--- config.mk ---
export PLATFORM = sky130hd
export DESIGN_NAME = ext_bus_master_seq
export DESIGN_NICKNAME = d
export VERILOG_FILES = /design/src/rtl/ext_bus_master_seq.sv
export SDC_FILE = /design/constraint.sdc
export NUM_CORES = 1
export LEC_CHECK = 0
export CAP_MARGIN = 20
export CORE_MARGIN = 2
export CORE_UTILIZATION = 50
export CTS_CLUSTER_SIZE = 20
export DETAILED_ROUTE_END_ITERATION = 6
export PLACE_DENSITY = 0.83
export SLEW_MARGIN = 10
export SYNTH_ARGS = -nofsm -noshare
export SYNTH_HDL_FRONTEND = slang
export SYNTH_SLANG_ARGS = --single-unit
--- constraint.sdc ---
create_clock -name clk_clk -period 11.25 [get_ports clk_clk]
set_input_delay 2.8125 -clock clk_clk [delete_from_list [all_inputs] [get_ports clk_clk]]
set_output_delay 2.8125 -clock clk_clk [all_outputs]
set_load 0.05 [all_outputs]
--- src/rtl/ext_bus_master_seq.sv ---
// ext_bus_master_seq: sequences fill (write) and verify (read/compare)
// bursts of 32-bit words on an external bus with wait states and timeout.
module ext_bus_master_seq #(
    parameter int unsigned TIMEOUT_CYCLES = 1023
) (
    input  logic        clk_clk,
    input  logic        reset_reset_n,
    input  logic        start,
    input  logic        mode,
    input  logic [29:0] base_addr,
    input  logic [15:0] word_count,
    input  logic [31:0] seed,
    output logic [29:0] ext_address,
    output logic [3:0]  ext_byte_enable,
    output logic        ext_read,
    output logic        ext_write,
    output logic [31:0] ext_write_data,
    input  logic        ext_acknowledge,
    input  logic [31:0] ext_read_data,
    output logic        busy,
    output logic        done,
    output logic        timeout_err,
    output logic [15:0] err_count,
    output logic [29:0] first_err_addr
);

    typedef enum logic [1:0] {
        S_IDLE,
        S_ISSUE,
        S_GAP,
        S_DONE
    } state_t;

    localparam logic [15:0] LP_TMO_LAST = 16'(TIMEOUT_CYCLES - 1);

    state_t      r_state;
    state_t      w_next;
    logic        r_mode;
    logic [27:0] r_base;
    logic [15:0] r_count;
    logic [31:0] r_seed;
    logic [15:0] r_idx;
    logic [15:0] r_wait;
    logic [15:0] r_err_count;
    logic [29:0] r_first_err;
    logic        r_timeout;

    logic        w_accept;
    logic        w_issue;
    logic        w_ack;
    logic        w_tmo;
    logic [15:0] w_idx_next;
    logic [29:0] w_addr;
    logic [31:0] w_pattern;
    logic        w_mismatch;

    assign w_accept   = (r_state == S_IDLE) && start;
    assign w_issue    = (r_state == S_ISSUE);
    assign w_ack      = w_issue && ext_acknowledge;
    assign w_tmo      = w_issue && !ext_acknowledge && (r_wait == LP_TMO_LAST);
    assign w_idx_next = r_idx + 16'd1;
    assign w_addr     = {r_base + {12'd0, r_idx}, 2'b00};
    assign w_pattern  = r_seed + {16'd0, r_idx};
    assign w_mismatch = w_ack && r_mode && (ext_read_data != w_pattern);

    // State register
    always_ff @(posedge clk_clk or negedge reset_reset_n) begin
        if (!reset_reset_n) r_state <= S_IDLE;
        else                r_state <= w_next;
    end

    // Next-state and bus/status outputs
    always_comb begin
        w_next          = r_state;
        ext_address     = '0;
        ext_byte_enable = 4'h0;
        ext_read        = 1'b0;
        ext_write       = 1'b0;
        ext_write_data  = '0;
        busy            = 1'b0;
        done            = 1'b0;
        case (r_state)
            S_IDLE: begin
                if (start) w_next = (word_count == 16'd0) ? S_DONE : S_ISSUE;
            end
            S_ISSUE: begin
                busy            = 1'b1;
                ext_address     = w_addr;
                ext_byte_enable = 4'hF;
                ext_read        = r_mode;
                ext_write       = !r_mode;
                ext_write_data  = r_mode ? 32'd0 : w_pattern;
                if (ext_acknowledge) w_next = S_GAP;
                else if (w_tmo)      w_next = S_DONE;
            end
            S_GAP: begin
                busy   = 1'b1;
                w_next = (w_idx_next == r_count) ? S_DONE : S_ISSUE;
            end
            S_DONE: begin
                done   = 1'b1;
                w_next = S_IDLE;
            end
            default: w_next = S_IDLE;
        endcase
    end

    // Command capture, word index, wait counter and error tracking
    always_ff @(posedge clk_clk or negedge reset_reset_n) begin
        if (!reset_reset_n) begin
            r_mode      <= 1'b0;
            r_base      <= '0;
            r_count     <= '0;
            r_seed      <= '0;
            r_idx       <= '0;
            r_wait      <= '0;
            r_err_count <= '0;
            r_first_err <= '0;
            r_timeout   <= 1'b0;
        end else begin
            r_wait <= w_issue ? r_wait + 16'd1 : 16'd0;
            if (w_accept) begin
                r_mode      <= mode;
                r_base      <= base_addr[29:2];
                r_count     <= word_count;
                r_seed      <= seed;
                r_idx       <= '0;
                r_err_count <= '0;
                r_first_err <= '0;
                r_timeout   <= 1'b0;
            end
            if (r_state == S_GAP) r_idx <= w_idx_next;
            if (w_mismatch) begin
                if (r_err_count != 16'hFFFF) r_err_count <= r_err_count + 16'd1;
                if (r_err_count == 16'd0)    r_first_err <= w_addr;
            end
            if (w_tmo) r_timeout <= 1'b1;
        end
    end

    assign timeout_err    = r_timeout;
    assign err_count      = r_err_count;
    assign first_err_addr = r_first_err;

endmodule

After elaboration in Yosys (flattened, before gate mapping):

Cells that the tools add are included.

* multiplexer cells: 25
* reduce and logical (&&, ||, !) cells: 15
* equal/unequal tests: 9
* add/subtract/negate cells: 5

Operators with widths (count)
* $mux W30: 4
* $mux W16: 6
* $mux W32: 2
* $add A16 B1 Y16 const B: 3
* $add A32 B16 Y32: 1
* $logic_not A16 Y1: 2
* $ne A32 B32 Y1: 1
* $add A28 B16 Y28: 1
* $eq A16 B10 Y1 const B: 1
* $eq A16 B16 Y1: 1
* $ne A16 B16 Y1 const B: 1
* $mux W2: 5
* $pmux W2 S4: 1
* $logic_and A1 B1 Y1: 6
* $mux W1: 6
* $eq A2 B2 Y1 const B: 2
* $mux W4: 1
* $reduce_bool A2 Y1: 2
* $ne A3 B2 Y1 const B: 1
* $eq A2 B1 Y1 const B: 1
* $logic_not A1 Y1: 2
* $logic_not A2 Y1: 1
* $ne A2 B2 Y1 const B: 1
* $reduce_and A2 Y1: 1
* $reduce_or A2 Y1: 1

* flip-flop bits (word level): 158
* word-level logic and storage cells: 64
* input bits: 115

Longest topological paths before layout:

* depth in word-level cells: 6
* depth in mapped cells: 14
* depth with buffers taken out: 13

Least setup slack after synthesis:

Ideal clock, no wire load.

* path type: register to output
* from: register r_idx[0]
* to: output port ext_write_data[6]
* buffers on the path: 0
* stages on the path, launching flop included: 10
* path slack: 5.220 ns
* data required time: 8.438 ns
* data arrival time: 3.217 ns
* path through: dfrtp_1 > ha_1 > inv_1 > fa_1 > nand2b_1 > a21oi_2 > nor2_1 > nor2_1 > nor3_1 > nor4_1

* cells in the longest elaborated chain, start to end: 3

Ends and longest elaborated chain
* from (decl): line 42 `logic [15:0] r_idx;`
* from (signal assigned): line 132 `if (r_state == S_GAP) r_idx <= w_idx_next;`
* $add A32 B16 Y32: line 63 `assign w_pattern = r_seed + {16'd0, r_idx};`
* $mux W32: line 92 `ext_write_data = r_mode ? 32'd0 : w_pattern;`
* $mux W32: line 82 `case (r_state)`
* to (decl): line 17 `output logic [31:0] ext_write_data,`

No other way between the ends.

Final worst setup path:

* from: register r_idx[0]
* to: output port ext_write_data[28]

The elaborated chain is that of the path after synthesis.

==> results_dict.tcl <==
set metrics [dict create \
    drt_first_pass_iters 6 \
    clock_latency_ns 0.43 \
    cts_root_buf "clkbuf_16" \
    gp_congestion 0.941 \
    reg2reg_depth 14 \
    r2r_setup_slack_ns 6.17 \
    netlist.area_leader.share 0.345 \
    maxCapViolCount 0 \
    vdd_ir_drop_max_mv 0.205 \
    cts_tree "built" \
    start_util 0.508 \
    clock.fmax_mhz 135 \
    cts_resized 0 \
    synth_cell_types 87 \
    clk_path_buf_depth 2 \
    synth-edff-count 0 \
    nets 1611 \
    timing.rr.start "r_idx[0]" \
    fin_crit_sh 0.659 \
    cts_buffers 17 \
    die-area_um2 24200 \
    r2r-end "first_err_addr[17]" \
    io_buffers 227 \
    rsz0062_at_grt "no" \
    cpPeakStageDelay_ns 0.80 \
    die_h_um 155 \
    slew_violations 0 \
    n_antenna_cell 0 \
    setup_violations 0 \
    leakagePower_nw 5.79 \
    dieWidth_um 155 \
    grt_pass1_vias 10300 \
    end_kind "output port" \
    hold_class "reg -> reg" \
    antenna_found_initial 1 \
    hold_buffers 0 \
    tns_ns 0 \
    gr-usage-met1 0.369 \
    synth_top_cells_by_area "dfrtp_1, mux2_2, ha_1, xor2_1, xnor2_1" \
    nFillCells 1848 \
    endpoint "ext_write_data[28]" \
    drt_iter0_markers 904 \
    tightest_slew_ns 1.02 \
    cp-start-kind "register" \
    path_cells "ha_1 -> inv_1 -> fa_1 -> nand2b_1 -> a21oi_2 -> a211oi_2 -> o21ai_2 -> a21oi_1 -> nor2_1 -> nand3_1 -> xor2_1 -> nor2_1 -> clkdlybuf4s50_1" \
    place_hpwl_um 26000 \
    grt.overflow.total 0 \
    outcome "completed" \
    netlist_area_um2 11500 \
    rows 55 \
    ys_seq_area_frac 0.345 \
    arrival_ns 4.60 \
    power_density_nw_per_um2 266 \
    crit_path_top_delay_cell "clkdlybuf4s50_1" \
    met2_usage 0.468 \
    boundaryPins 232 \
    wl_um 34700 \
    vias 10600 \
    synth_most_common_cell "dfrtp_1" \
    fin_skew_ns 0.0145 \
    required_ns 8.44 \
    hold_viol 0 \
    yosysTopAreaCell "dfrtp_1" \
    htree_levels 4 \
    maxSlewHeadroom 0.322 \
    finalCriticalPeriod_ns 7.41 \
    grt_max_degree 99 \
    clk_pin_slew_ns 0.07 \
    grt_pass1_wl_um 54900 \
    synth-async-reset-ratio 1.00 \
    crit_path_start "r_idx[0]" \
    wl_per_cell_um 19.8 \
    ant_nets 0 \
    crit_top_cell "nor2_1" \
    synth_top_flop_cell "dfrtp_1" \
    syn_avg_cell_area_um2 9.01 \
    route.detailed.drc 0 \
    grt_usage 0.287 \
    synthTopCellsByCount "dfrtp_1, nand2_1, nor2_1" \
    via_per_inst 6.04 \
    met3_usage 0.0813 \
    busiest_layer "met2" \
    ys_warn_count 0 \
    hold_slack_ns 0.510 \
    core-area_um2 22600 \
    drive_gt1_frac 0.0969 \
    post_cts_buffers 0 \
    cts.sinks 158 \
    areaGrowthSynthToFinish_pct 25.6 \
    syn_inst 1273 \
    crit_type "reg -> out" \
    critPathMaxFanout 8 \
    ys_ff_latch 158 \
]
[metrics by stage]
step	setup WS (ns)	cell area (um^2)	power, mW	std cells	utilization
after floorplan	5.22	11500	2.55	1274	-
after global placement	4.39	13800	3.17	1718	0.612
after detailed placement	4.36	13800	3.22	1718	0.612
after CTS	3.90	14400	3.82	1750	0.638
after global routing	3.63	14400	4.03	1750	0.638
final	3.84	14400	3.83	1750	0.638
[state kept, by name (all words and copies together), names as in the netlist]
register	cells
r_seed	32
first_err_addr	30
r_base	28
err_count	16
r_count	16
r_idx	16
r_wait	16
r_state	2
r_mode	1
timeout_err	1
[power breakdown]
group | switching (mW) | total (mW) | internal [mW]
Combinational | 1.40 | 2.24 | 0.841
Sequential | 0.237 | 1.00 | 0.766
Clock | 0.268 | 0.585 | 0.317
[layer usage]
metal  vias up  part of all wire
met5         -           0.00038
met4         2             0.026
met3        61             0.096
met2       469              0.47
met1      5077              0.41
li1       4954                 -
[placed cells by master (no fill, tap or decap), drive strengths merged, types with 7 or more instances in the layout]
master         instances
xor2                  60
ha                    42
nor4                  24
o31ai                  9
mux2                  80
clkdlybuf4s50        226
mux2i                 40
inv                   40
or2                    7
nor2b                 14
nor3                  23
buf                    7
nand3                 47
o21a                  12
a32o                   9
clkbuf                19
nand2b                14
and3                  27
dfrtp                158
o21ai                 57
o211ai                 7
and2                  14
a21oi                 56
xnor2                 56
nand4                 36
a2111oi                8
or3                   11
a31oi                  7
nand2                125
a211oi                 7
nor2                 118
[worst min path at each step]
stage / start / to / slack, ns / cells past startpoint
global route: r_wait[0] / r_wait[0] / 0.53 / 1
floorplan: r_wait[0] / r_wait[0] / 0.46 / 1
CTS: r_wait[0] / r_wait[0] / 0.51 / 1
global placement: timeout_err / timeout_err / 0.48 / 1
finish: timeout_err / timeout_err / 0.51 / 1
detailed placement: timeout_err / timeout_err / 0.50 / 1
[cells by family (layout without fill, tap and decap cells)]
logic type / after synthesis / in the layout / share of synthesized area
AND/OR/NAND/NOR: 492 / 492 / 0.216
other: 1 / 2 / 0.000327
XOR/XNOR: 118 / 118 / 0.0925
adder cells (fa/ha/maj): 44 / 44 / 0.0493
buffers and inverters: 106 / 297 / 0.0400
multiplexers: 120 / 120 / 0.113
flip-flops: 158 / 158 / 0.345
AO/OA/AOI/OAI: 234 / 234 / 0.144
[cell type report]
cell class / count / area (um^2) / share of cell area
Multi-Input combinational cell: 1010 / 7070 / 0.491
Inverter: 32 / 120 / 0.00834
Timing Repair Buffer: 233 / 2320 / 0.161
Sequential cell: 158 / 3950 / 0.275
Clock inverter: 13 / 146 / 0.0102
Clock buffer: 19 / 433 / 0.0301
Tap cell: 285 / 357 / 0.0248
[worst max-delay path: cells and delay by family, from the launching register on]
kind / cells / cell delay (ns)
flip-flops: 1 / 0.55
XOR/XNOR: 1 / 0.17
adder cells (fa/ha/maj): 2 / 0.68
buffers and inverters: 2 / 0.87
AO/OA/AOI/OAI: 4 / 1.26
AND/OR/NAND/NOR: 4 / 0.63
No activity file was read; power rests on OpenSTA's default activity.
